File: config.mk
export PLATFORM = sky130hd
export DESIGN_NAME = control_unit
export DESIGN_NICKNAME = d
export VERILOG_FILES = /design/src/rtl/cpu_pkg.sv /design/src/rtl/control_step_decode.sv /design/src/rtl/control_unit.sv
export SDC_FILE = /design/constraint.sdc
export NUM_CORES = 1
export LEC_CHECK = 0
export ABC_AREA = 1
export CORE_MARGIN = 2
export CORE_UTILIZATION = 40
export DETAILED_ROUTE_END_ITERATION = 6
export GPL_ROUTABILITY_DRIVEN = 0
export PLACE_DENSITY = 0.95
export SETUP_SLACK_MARGIN = 0.5
export SLEW_MARGIN = 10
export SYNTH_ARGS = -nofsm -noshare
export SYNTH_HDL_FRONTEND = slang
export SYNTH_SLANG_ARGS = --single-unit
File: constraint.sdc
create_clock -name clock -period 4.55 [get_ports clock]
set_input_delay 0.455 -clock clock [delete_from_list [all_inputs] [get_ports clock]]
set_output_delay 0.455 -clock clock [all_outputs]
set_load 0.02 [all_outputs]
File: src/rtl/cpu_pkg.sv
// Shared definitions for the CPU control path.
//   - 5-bit instruction opcodes and the ALU add code used for address/PC arithmetic
//   - instruction-register field positions
//   - control FSM state encoding (RESET, T0..T7, HALT)
//   - instruction class decode and the packed control word
package cpu_pkg;

  // Instruction opcodes (ir[31:27])
  localparam logic [4:0] OP_LD   = 5'b00000;
  localparam logic [4:0] OP_LDI  = 5'b00001;
  localparam logic [4:0] OP_ST   = 5'b00010;
  localparam logic [4:0] OP_ADD  = 5'b00011;
  localparam logic [4:0] OP_SUB  = 5'b00100;
  localparam logic [4:0] OP_AND  = 5'b00101;
  localparam logic [4:0] OP_OR   = 5'b00110;
  localparam logic [4:0] OP_ROR  = 5'b00111;
  localparam logic [4:0] OP_ROL  = 5'b01000;
  localparam logic [4:0] OP_SHR  = 5'b01001;
  localparam logic [4:0] OP_SHRA = 5'b01010;
  localparam logic [4:0] OP_SHL  = 5'b01011;
  localparam logic [4:0] OP_ADDI = 5'b01100;
  localparam logic [4:0] OP_ANDI = 5'b01101;
  localparam logic [4:0] OP_ORI  = 5'b01110;
  localparam logic [4:0] OP_DIV  = 5'b01111;
  localparam logic [4:0] OP_MUL  = 5'b10000;
  localparam logic [4:0] OP_NEG  = 5'b10001;
  localparam logic [4:0] OP_NOT  = 5'b10010;
  localparam logic [4:0] OP_MFHI = 5'b10111;
  localparam logic [4:0] OP_MFLO = 5'b11000;
  localparam logic [4:0] OP_NOP  = 5'b11010;
  localparam logic [4:0] OP_HALT = 5'b11011;

  // ALU code driven during PC increment and effective-address steps
  localparam logic [4:0] ADD_OP_DEFAULT = OP_ADD;

  // Instruction-register field positions
  localparam int unsigned OPC_HI = 31;
  localparam int unsigned OPC_LO = 27;
  localparam int unsigned RA_HI  = 26;
  localparam int unsigned RA_LO  = 23;
  localparam int unsigned RB_HI  = 22;
  localparam int unsigned RB_LO  = 19;
  localparam int unsigned RC_HI  = 18;
  localparam int unsigned RC_LO  = 15;

  // Control FSM state encoding; T-steps equal their step number
  localparam int unsigned STATE_W = 4;
  localparam logic [STATE_W-1:0] ST_T0    = 4'd0;
  localparam logic [STATE_W-1:0] ST_T1    = 4'd1;
  localparam logic [STATE_W-1:0] ST_T2    = 4'd2;
  localparam logic [STATE_W-1:0] ST_T3    = 4'd3;
  localparam logic [STATE_W-1:0] ST_T4    = 4'd4;
  localparam logic [STATE_W-1:0] ST_T5    = 4'd5;
  localparam logic [STATE_W-1:0] ST_T6    = 4'd6;
  localparam logic [STATE_W-1:0] ST_T7    = 4'd7;
  localparam logic [STATE_W-1:0] ST_RESET = 4'd8;
  localparam logic [STATE_W-1:0] ST_HALT  = 4'd9;

  typedef enum logic [3:0] {
    ClsNop,
    ClsRtype,
    ClsImm,
    ClsMulDiv,
    ClsUnary,
    ClsMfhi,
    ClsMflo,
    ClsLd,
    ClsLdi,
    ClsSt,
    ClsHalt
  } op_class_e;

  // Groups opcodes that share one execute sequence
  function automatic op_class_e op_class(input logic [4:0] op);
    op_class_e cls;
    case (op)
      OP_ADD, OP_SUB, OP_AND, OP_OR, OP_ROR,
      OP_ROL, OP_SHR, OP_SHRA, OP_SHL:         cls = ClsRtype;
      OP_ADDI, OP_ANDI, OP_ORI:                cls = ClsImm;
      OP_DIV, OP_MUL:                          cls = ClsMulDiv;
      OP_NEG, OP_NOT:                          cls = ClsUnary;
      OP_MFHI:                                 cls = ClsMfhi;
      OP_MFLO:                                 cls = ClsMflo;
      OP_LD:                                   cls = ClsLd;
      OP_LDI:                                  cls = ClsLdi;
      OP_ST:                                   cls = ClsSt;
      OP_HALT:                                 cls = ClsHalt;
      OP_NOP:                                  cls = ClsNop;
      default:                                 cls = ClsNop;
    endcase
    return cls;
  endfunction

  // One bit per datapath strobe plus the ALU operation
  typedef struct packed {
    logic       pc_out;
    logic       zhigh_out;
    logic       zlow_out;
    logic       mdr_out;
    logic       hi_out;
    logic       lo_out;
    logic       c_out;
    logic       ba_out;
    logic       r_out;
    logic       mar_in;
    logic       pc_in;
    logic       mdr_in;
    logic       ir_in;
    logic       y_in;
    logic       hi_in;
    logic       lo_in;
    logic       zhigh_in;
    logic       zlow_in;
    logic       r_in;
    logic       gra;
    logic       grb;
    logic       grc;
    logic       inc_pc;
    logic       read;
    logic       write;
    logic [4:0] alu_op;
  } ctrl_t;

  localparam int unsigned CTRL_W = $bits(ctrl_t);

endpackage

File: src/rtl/control_step_decode.sv
// Combinational control-word decode for the control FSM.
//   state    in   current FSM state
//   op       in   instruction opcode ir[31:27]
//   ctrl     out  packed control word (strobes + ALU op)
//   last     out  this step retires the instruction (next is T0 entry)
//   wait_mem out  this step holds until mem_ready
//   to_halt  out  this step leaves for HALT
module control_step_decode
  import cpu_pkg::*;
#(
  parameter logic [4:0] ADD_OP = ADD_OP_DEFAULT
) (
  input  logic [STATE_W-1:0] state,
  input  logic [4:0]         op,
  output logic [CTRL_W-1:0]  ctrl,
  output logic               last,
  output logic               wait_mem,
  output logic               to_halt
);

  op_class_e cls;
  ctrl_t     cw;

  assign cls  = op_class(op);
  assign ctrl = cw;

  always_comb begin
    cw       = '0;
    last     = 1'b0;
    wait_mem = 1'b0;
    to_halt  = 1'b0;
    case (state)
      ST_T0: begin
        cw.pc_out  = 1'b1;
        cw.mar_in  = 1'b1;
        cw.inc_pc  = 1'b1;
        cw.zlow_in = 1'b1;
        cw.alu_op  = ADD_OP;
      end
      ST_T1: begin
        cw.zlow_out = 1'b1;
        cw.pc_in    = 1'b1;
        cw.read     = 1'b1;
        cw.mdr_in   = 1'b1;
        wait_mem    = 1'b1;
      end
      ST_T2: begin
        cw.mdr_out = 1'b1;
        cw.ir_in   = 1'b1;
      end
      ST_T3: begin
        case (cls)
          ClsRtype: begin
            cw.grc = 1'b1; cw.r_out = 1'b1; cw.y_in = 1'b1;
          end
          ClsImm: begin
            cw.grb = 1'b1; cw.r_out = 1'b1; cw.y_in = 1'b1;
          end
          ClsMulDiv: begin
            cw.gra = 1'b1; cw.r_out = 1'b1; cw.y_in = 1'b1;
          end
          ClsUnary: begin
            cw.grb = 1'b1; cw.r_out = 1'b1; cw.zlow_in = 1'b1;
            cw.alu_op = op;
          end
          ClsMfhi: begin
            cw.hi_out = 1'b1; cw.gra = 1'b1; cw.r_in = 1'b1;
            last = 1'b1;
          end
          ClsMflo: begin
            cw.lo_out = 1'b1; cw.gra = 1'b1; cw.r_in = 1'b1;
            last = 1'b1;
          end
          ClsLd, ClsLdi, ClsSt: begin
            cw.grb = 1'b1; cw.ba_out = 1'b1; cw.y_in = 1'b1;
          end
          ClsHalt: to_halt = 1'b1;
          default: last = 1'b1;
        endcase
      end
      ST_T4: begin
        case (cls)
          ClsRtype: begin
            cw.grb = 1'b1; cw.r_out = 1'b1; cw.zlow_in = 1'b1;
            cw.alu_op = op;
          end
          ClsImm: begin
            cw.c_out = 1'b1; cw.zlow_in = 1'b1;
            cw.alu_op = op;
          end
          ClsMulDiv: begin
            cw.grb = 1'b1; cw.r_out = 1'b1;
            cw.zhigh_in = 1'b1; cw.zlow_in = 1'b1;
            cw.alu_op = op;
          end
          ClsUnary: begin
            cw.zlow_out = 1'b1; cw.gra = 1'b1; cw.r_in = 1'b1;
            last = 1'b1;
          end
          ClsLd, ClsLdi, ClsSt: begin
            cw.c_out = 1'b1; cw.zlow_in = 1'b1;
            cw.alu_op = ADD_OP;
          end
          // Other classes never reach T4; retire rather than wander.
          default: last = 1'b1;
        endcase
      end
      ST_T5: begin
        case (cls)
          ClsRtype, ClsImm, ClsLdi: begin
            cw.zlow_out = 1'b1; cw.gra = 1'b1; cw.r_in = 1'b1;
            last = 1'b1;
          end
          ClsMulDiv: begin
            cw.zlow_out = 1'b1; cw.lo_in = 1'b1;
          end
          ClsLd, ClsSt: begin
            cw.zlow_out = 1'b1; cw.mar_in = 1'b1;
          end
          default: last = 1'b1;
        endcase
      end
      ST_T6: begin
        case (cls)
          ClsMulDiv: begin
            cw.zhigh_out = 1'b1; cw.hi_in = 1'b1;
            last = 1'b1;
          end
          ClsLd: begin
            cw.read = 1'b1; cw.mdr_in = 1'b1;
            wait_mem = 1'b1;
          end
          ClsSt: begin
            cw.gra = 1'b1; cw.r_out = 1'b1; cw.mdr_in = 1'b1;
          end
          default: last = 1'b1;
        endcase
      end
      ST_T7: begin
        case (cls)
          ClsLd: begin
            cw.mdr_out = 1'b1; cw.gra = 1'b1; cw.r_in = 1'b1;
            last = 1'b1;
          end
          ClsSt: begin
            cw.write = 1'b1;
            wait_mem = 1'b1;
            last = 1'b1;
          end
          default: last = 1'b1;
        endcase
      end
      // RESET, HALT and unused encodings drive nothing.
      default: cw = '0;
    endcase
  end

endmodule

File: src/rtl/control_unit.sv
// Hardwired control FSM: fetch (T0-T2) and per-opcode execute (T3-T7), one
// control step per clock, with memory wait states and halt handling.
//   clock, clear          clock and asynchronous active-low reset
//   ir                    instruction register (opcode in ir[31:27])
//   mem_ready             memory finished the pending Read/Write
//   stop                  halt request, taken at the next T0 entry
//   *out / *in / Gr* ...  datapath strobes
//   opcode                ALU operation
//   run, step             execution status and current T-step
module control_unit
  import cpu_pkg::*;
#(
  parameter logic [4:0] ADD_OP = ADD_OP_DEFAULT
) (
  input  logic        clock,
  input  logic        clear,
  input  logic [31:0] ir,
  input  logic        mem_ready,
  input  logic        stop,
  output logic        PCout,
  output logic        Zhighout,
  output logic        Zlowout,
  output logic        MDRout,
  output logic        HIout,
  output logic        LOout,
  output logic        Cout,
  output logic        BAout,
  output logic        Rout,
  output logic        MARin,
  output logic        PCin,
  output logic        MDRin,
  output logic        IRin,
  output logic        Yin,
  output logic        HIin,
  output logic        LOin,
  output logic        ZHighIn,
  output logic        ZLowIn,
  output logic        Rin,
  output logic        Gra,
  output logic        Grb,
  output logic        Grc,
  output logic        IncPC,
  output logic        Read,
  output logic        Write,
  output logic [4:0]  opcode,
  output logic        run,
  output logic [3:0]  step
);

  logic [STATE_W-1:0] state_q, state_d;
  logic [CTRL_W-1:0]  ctrl_vec;
  ctrl_t              cw;
  logic               last;
  logic               wait_mem;
  logic               to_halt;
  logic [STATE_W-1:0] t0_entry;

  // Register fields are consumed by the datapath, not here.
  logic unused_ir;
  assign unused_ir = ^{ir[RA_HI:RA_LO], ir[RB_HI:RB_LO], ir[RC_HI:RC_LO], ir[RC_LO-1:0]};

  control_step_decode #(
    .ADD_OP(ADD_OP)
  ) u_decode (
    .state   (state_q),
    .op      (ir[OPC_HI:OPC_LO]),
    .ctrl    (ctrl_vec),
    .last    (last),
    .wait_mem(wait_mem),
    .to_halt (to_halt)
  );

  // stop is only looked at on the edge that would enter T0.
  assign t0_entry = stop ? ST_HALT : ST_T0;

  always_comb begin
    state_d = state_q;
    case (state_q)
      ST_RESET: state_d = t0_entry;
      ST_HALT:  state_d = ST_HALT;
      ST_T0, ST_T1, ST_T2, ST_T3, ST_T4, ST_T5, ST_T6, ST_T7: begin
        if (wait_mem && !mem_ready) begin
          state_d = state_q;
        end else if (to_halt) begin
          state_d = ST_HALT;
        end else if (last) begin
          state_d = t0_entry;
        end else begin
          state_d = state_q + 4'd1;
        end
      end
      default: state_d = ST_RESET;
    endcase
  end

  always_ff @(posedge clock or negedge clear) begin
    if (!clear) begin
      state_q <= ST_RESET;
    end else begin
      state_q <= state_d;
    end
  end

  assign cw = ctrl_t'(ctrl_vec);

  assign PCout    = cw.pc_out;
  assign Zhighout = cw.zhigh_out;
  assign Zlowout  = cw.zlow_out;
  assign MDRout   = cw.mdr_out;
  assign HIout    = cw.hi_out;
  assign LOout    = cw.lo_out;
  assign Cout     = cw.c_out;
  assign BAout    = cw.ba_out;
  assign Rout     = cw.r_out;
  assign MARin    = cw.mar_in;
  assign PCin     = cw.pc_in;
  assign MDRin    = cw.mdr_in;
  assign IRin     = cw.ir_in;
  assign Yin      = cw.y_in;
  assign HIin     = cw.hi_in;
  assign LOin     = cw.lo_in;
  assign ZHighIn  = cw.zhigh_in;
  assign ZLowIn   = cw.zlow_in;
  assign Rin      = cw.r_in;
  assign Gra      = cw.gra;
  assign Grb      = cw.grb;
  assign Grc      = cw.grc;
  assign IncPC    = cw.inc_pc;
  assign Read     = cw.read;
  assign Write    = cw.write;
  assign opcode   = cw.alu_op;

  assign run  = (state_q <= ST_T7);
  assign step = (state_q <= ST_T7) ? state_q : 4'd0;

endmodule

==> results.py, run 1 <==
metrics = {
    "outcome": {
        "outcome": "finished, final reports clean",
    },
    "finish": {
        "largest_register_ffs": 4,
        "final_area_sq_um": 1603,
        "final_cell_mix": "inv_1 (42), clkdlybuf4s50_1 (42), nand2_1 (37), nor2_1 (33), nand3_1 (18)",
        "antenna-diode-count": 0,
        "reg.largest.list": "state_q: 4 flops",
        "regMostFlops": "state_q",
        "drive_above_1_share_pct": 11.89,
        "final_nets": 289,
        "areaGrowthSynthToFinish_pct": 40.61,
    },
    "route": {
        "vias_per_cell": 5.160,
        "vias": 1419,
        "totalWireLength_mm": 3.047,
        "wl_per_cell_um": 11.08,
        "drc_errors": 0,
        "ant_nets": 0,
        "first_iter_violations": 60,
        "dr.pass1.iters": 4,
    },
    "floorplan": {
        "rows": 19,
        "io_pins": 71,
        "core_area_sq_um": 2734,
        "die_y_um": 57.38,
        "initial_core_util_pct": 41.69,
        "dieWidth_um": 57.38,
        "die_area_sq_um": 3292,
    },
    "cts": {
        "cts_root_buffer": "clkbuf_4",
        "clockBufferDepth": 2,
        "cts_num_sinks": 4,
        "numCtsBuffers": 3,
        "cts_hold_buf": 0,
        "post-cts-setup-buffers": 0,
        "clkTransAtPathRegs_ns": 0.04,
        "clock_latency_ns": 0.24,
        "cts_resized": 0,
        "cts_max_level": 1,
        "cts_tree": "yes",
    },
    "sta": {
        "skew_ns": 0.009345,
        "fin_crit_sh_pct": 80.85,
        "fin_setup_tns_ns": 0,
        "slew_viol_final": 0,
        "hold_viol": 0,
        "max_freq_ghz": 0.2718,
        "relSlewSlack_pct": 60.05,
        "period_needed_ns": 3.679,
        "worst_pin_slew_ns": 0.5937,
        "rsz0062_at_grt": "false",
        "setup_violations": 0,
        "hold_slack_ns": 0.4102,
    },
    "setup_path": {
        "reg2reg_depth": 10,
        "crit_path_cell_trace": "clkdlybuf4s50_1, inv_1, ha_1, nand2_1, nand2_1, nand3_2, nand3_2, inv_1, nand2_1, o21ai_0, inv_1, o21ai_0, clkdlybuf4s50_1",
        "slowest_stage": "clkdlybuf4s50_1",
        "cp-end-kind": "output port",
        "cp_max_fo": 6,
        "critPathArrivalTime_ns": 3.22,
        "rr_endpoint": "state_q[2]$_DFFE_PN0P_",
        "r2r_setup_slack_ns": 2.39,
        "timing.rr.start": "state_q[0]$_DFFE_PN0P_",
        "worst_setup_path_start_kind": "primary input",
        "worstSetupPathType": "in -> out",
        "required_ns": 4.09,
        "slowest_delay_ns": 0.63,
    },
    "power_and_ir_drop": {
        "power_mw": 0.5454,
        "p_leak_nw": 0.8238,
        "p_per_area_nw_per_um2": 340.3,
        "irDropWorstVdd_mv": 0.4145,
    },
    "grt": {
        "grt_overflow": 0,
        "first_global_vias": 1235,
        "grt_max_degree": 10,
        "grt_pass1_wl_mm": 5.119,
        "grt.total_usage_pct": 18.81,
        "grt_antenna_before_repair": 0,
    },
    "place": {
        "io_buffers": 42,
        "hpwl_mm": 2.577,
        "post_dp_cell_area_sq_um": 1577,
    },
    "synth": {
        "yosysSeqAreaShare_pct": 8.891,
        "synth_compound_area_share_pct": 9.440,
        "synth-adder-area-share_pct": 8.782,
        "synth_simple_gate_area_share_pct": 53.90,
        "synth_top_family_by_area": "simple AND/OR/NAND/NOR gates",
        "ys_types": 32,
        "synth_top_area_cell": "inv_1",
        "async_flop_share_pct": 100.0,
        "synth_fp_nets": 245,
        "synth-seq-cells": 4,
        "muxShareOfSynthArea_pct": 0,
        "synth_top_area_share_pct": 13.83,
        "yosys_warnings": 0,
        "ys.flop_type": "dfrtp_1",
        "synth-edff-count": 0,
        "yosys-top-cells-area": "inv_1 (14%), nand2_1 (12%), nor2_1 (11%), ha_1 (8.8%), nand3_1 (7.9%)",
        "synth_xor_area_share_pct": 1.537,
        "syn_inst": 201,
        "avgSynthCellArea_sq_um": 5.671,
        "netlist_area_sq_um": 1140,
    },
    "hold_path": {
        "hp-class": "in -> async",
    },
    "run": {
        "cap_violations": 0,
    },
}
==> cells in the mapped netlist (2+ instances only) <==
master and count:
nand3_2 7, nand2_2 6, nand3_1 18, nor2_1 33, inv_1 42, nor2_8 2
ha_1 8, o211ai_1 2, o22ai_1 2, inv_2 3, nand2_4 3, buf_4 3
nand4_1 2, a21oi_1 2, o21ai_0 8, nor3_1 6, nand2_1 37, dfrtp_1 3
==> metrics by stage <==
step	utilization (%)	cells	setup WS (ns)
after floorplan	-	201	1.721
after global placement	57.67	271	0.9539
after detailed placement	57.67	271	0.8973
after CTS	58.63	275	0.8975
after global routing	58.63	275	0.7087
final	58.63	275	0.8712
==> critical path: cells and delay by family <==
kind / cells / cell delay (ns)
compound gates: 2 / 0.39
fa+ha+maj: 1 / 0.34
buf+inv: 5 / 1.49
simple gates: 5 / 0.57
==> report_power, final <==
group | total (mW) | internal [mW] | switching, mW
Clock | 0.0480 | 0.0329 | 0.0150
Sequential | 0.0701 | 0.0533 | 0.0169
Combinational | 0.427 | 0.174 | 0.253
==> area by class of cell <==
class	count	area [sq um]
Sequential cell	4	101.3
Tap cell	31	38.79
Multi-Input combinational cell	148	843.3
Clock buffer	4	26.28
Inverter	46	172.7
Fill cell	249	1131
Timing Repair Buffer	42	420.4
==> worst max path at each step <==
stage	to	cells past startpoint	start
after floorplan	Gra	12	ir[27]
after detailed placement	Gra	15	ir[27]
after global placement	Gra	15	ir[27]
final	opcode[0]	13	ir[27]
after global routing	Gra	14	ir[27]
after CTS	opcode[0]	13	ir[27]
==> cell families after synthesis <==
group / Yosys count
flip-flops: 4
XOR/XNOR: 2
AO/OA/AOI/OAI: 18
AND/OR/NAND/NOR: 119
buffers and inverters: 49
other: 1
adder cells (fa/ha/maj): 8
==> metal layers <==
metal	global-route usage [%]	wire [um]	up-vias
li1	-	-	714
met1	25.72	1325	634
met2	31.98	1462	63
met3	1.814	206	8
met4	3.987	54	0
met5	0	0	-
No activity file was read; power rests on OpenSTA's default activity.
==> run 2: changes to the inputs <==
- CORE_UTILIZATION: 40 -> 37
- PLACE_DENSITY: 0.95 -> 0.93
- clock period: 4.55 -> 3.42 ns (I/O delays scaled with it)
==> run 2 against run 1 <==
  * Wire length up 1.9%
  * First-iteration DRC count up 17%
  * Clock-buffer cell count unchanged
  * Register-to-register slack worse by 1.1 ns
  * Sequential share of layout area down 0.068 points
  * Cell count up 1.8%
  * Clock power up 31%
  * Power up 30%
  * Combinational power up 29%
  * Worst setup slack worse by 0.36 ns
  * Critical path type unchanged
  * Largest cell class unchanged
==> results.py, run 2 (synthesis gave the netlist of run 1 again) <==
metrics = {
    "outcome": {
        "outcome": "finished, final reports clean",
    },
    "power_and_ir_drop": {
        "power_mw": 0.7073,
        "p_leak_nw": 0.9695,
        "p_per_area_nw_per_um2": 436.5,
        "irDropWorstVdd_mv": 0.3094,
    },
    "grt": {
        "grt_pass1_wl_mm": 4.802,
        "first_global_vias": 1177,
        "grt_antenna_before_repair": 0,
        "grt_overflow": 0,
        "grt.total_usage_pct": 17.14,
        "grt_max_degree": 10,
    },
    "setup_path": {
        "reg2reg_depth": 10,
        "required_ns": 3.08,
        "cp_max_fo": 5,
        "rr_endpoint": "state_q[2]$_DFFE_PN0P_",
        "worst_setup_path_start_kind": "primary input",
        "timing.rr.start": "state_q[0]$_DFFE_PN0P_",
        "critPathArrivalTime_ns": 2.57,
        "cp-end-kind": "output port",
        "worstSetupPathType": "in -> out",
        "r2r_setup_slack_ns": 1.31,
    },
    "sta": {
        "worst_slack_ns": 0.5096,
        "hold_viol": 0,
        "rsz0062_at_grt": "true",
        "max_freq_ghz": 0.3436,
        "slew_viol_final": 0,
        "setup_violations": 0,
        "relSlewSlack_pct": 63.29,
        "fin_crit_sh_pct": 85.10,
        "hold_slack_ns": 0.3085,
        "skew_ns": 0.007230,
        "period_needed_ns": 2.910,
        "fin_setup_tns_ns": 0,
        "worst_pin_slew_ns": 0.5456,
    },
    "place": {
        "post_dp_cell_area_sq_um": 1594,
        "pre_cts_ws_ns": 0.07787,
        "hpwl_mm": 2.544,
        "dpl.cell_count": 275,
        "io_buffers": 42,
    },
    "floorplan": {
        "initial_core_util_pct": 37.96,
        "die_area_sq_um": 3541,
        "die_y_um": 59.51,
        "io_pins": 71,
        "rows": 20,
        "dieWidth_um": 59.51,
        "core_area_sq_um": 3003,
    },
    "route": {
        "vias": 1400,
        "vias_per_cell": 5.000,
        "ant_nets": 0,
        "drc_errors": 0,
        "first_iter_violations": 70,
        "dr.pass1.iters": 4,
        "wl_per_cell_um": 11.09,
        "totalWireLength_mm": 3.106,
    },
    "cts": {
        "cts_root_buffer": "clkbuf_4",
        "clockBufferDepth": 2,
        "clkTransAtPathRegs_ns": 0.04,
        "cts_max_level": 1,
        "clock_latency_ns": 0.23,
        "cts_hold_buf": 0,
        "numCtsBuffers": 3,
        "cts_tree": "yes",
        "cts_num_sinks": 4,
    },
    "hold_path": {
        "hp-class": "in -> async",
    },
    "finish": {
        "largest_register_ffs": 4,
        "final_area_sq_um": 1620,
        "fin_cells": 280,
        "final_nets": 292,
        "register_area_sq_um": 101.3,
        "drive_above_1_share_pct": 21.86,
        "n_fill_cell": 301,
        "regMostFlops": "state_q",
        "antenna-diode-count": 0,
        "layout_commonest_cell": "inv_1",
        "areaGrowthSynthToFinish_pct": 42.15,
        "utilization_pct": 53.96,
        "reg.largest.list": "state_q: 4 flops",
        "multi_input_area_sq_um": 888.4,
        "final_cell_mix": "inv_1 (41), nand2_1 (36), nor2_1 (33), clkdlybuf4s50_1 (16), nand3_1 (15)",
    },
    "run": {
        "cap_violations": 0,
    },
}
[run 2: cell types whose count changed in the layout (fill, tap and decap cells not counted), sizes merged]
cell and change:
clkbuf +9, clkdlybuf4s50 -26, buf +6, clkdlybuf4s15 +4, dlygate4sd2 +6, dlymetal6s2s +4
[run 2: critical path, cell delays in order]
cell	delay, ns
clkdlybuf4s50_1	0.50
inv_1	0.08
ha_1	0.31
inv_1	0.07
nand2_1	0.05
nand3_2	0.11
nand2_2	0.10
nand2_4	0.10
inv_1	0.06
nand2_1	0.08
nor2_1	0.06
nor3_1	0.18
nand3_1	0.10
or2_2	0.28
clkbuf_2	0.15
[run 2: how the worst max path moves through the flow]
stage / from / end / slack (ns) / cells after the start
final: ir[28] / Gra / 0.51 / 15
after global placement: ir[28] / Gra / 0.15 / 14
after CTS: ir[28] / Gra / 0.32 / 13
after floorplan: ir[27] / Gra / 0.82 / 12
after global routing: ir[28] / Gra / 0.32 / 15
after detailed placement: ir[28] / Gra / 0.08 / 14
[run 2: power breakdown]
part           switching [mW]  internal, mW
clock                  0.0191        0.0438
sequential             0.0223        0.0709
combinational           0.341         0.210
[run 2: repair_timing]
item	CTS	global route
setup buffers	0	1
endpoints found under the hold margin	0	0
setup endpoints to repair	22	21
gates resized for setup	38	40
pin swaps	0	2
[run 2: final cells by class]
class | count | area share (%)
clock buffers | 4 | 1.622
inverters | 46 | 10.66
multi-input cells | 148 | 54.83
flip-flops and latches | 4 | 6.255
well taps | 33 | 2.548
repair buffers | 45 | 24.09
[run 2: routing by layer]
| metal | routed length, um | global-route usage, % |
|---|---|---|
| met5 | 0 | 0 |
| met4 | 19 | 5.079 |
| met3 | 173 | 0.8734 |
| met2 | 1499 | 27.94 |
| met1 | 1414 | 24.28 |
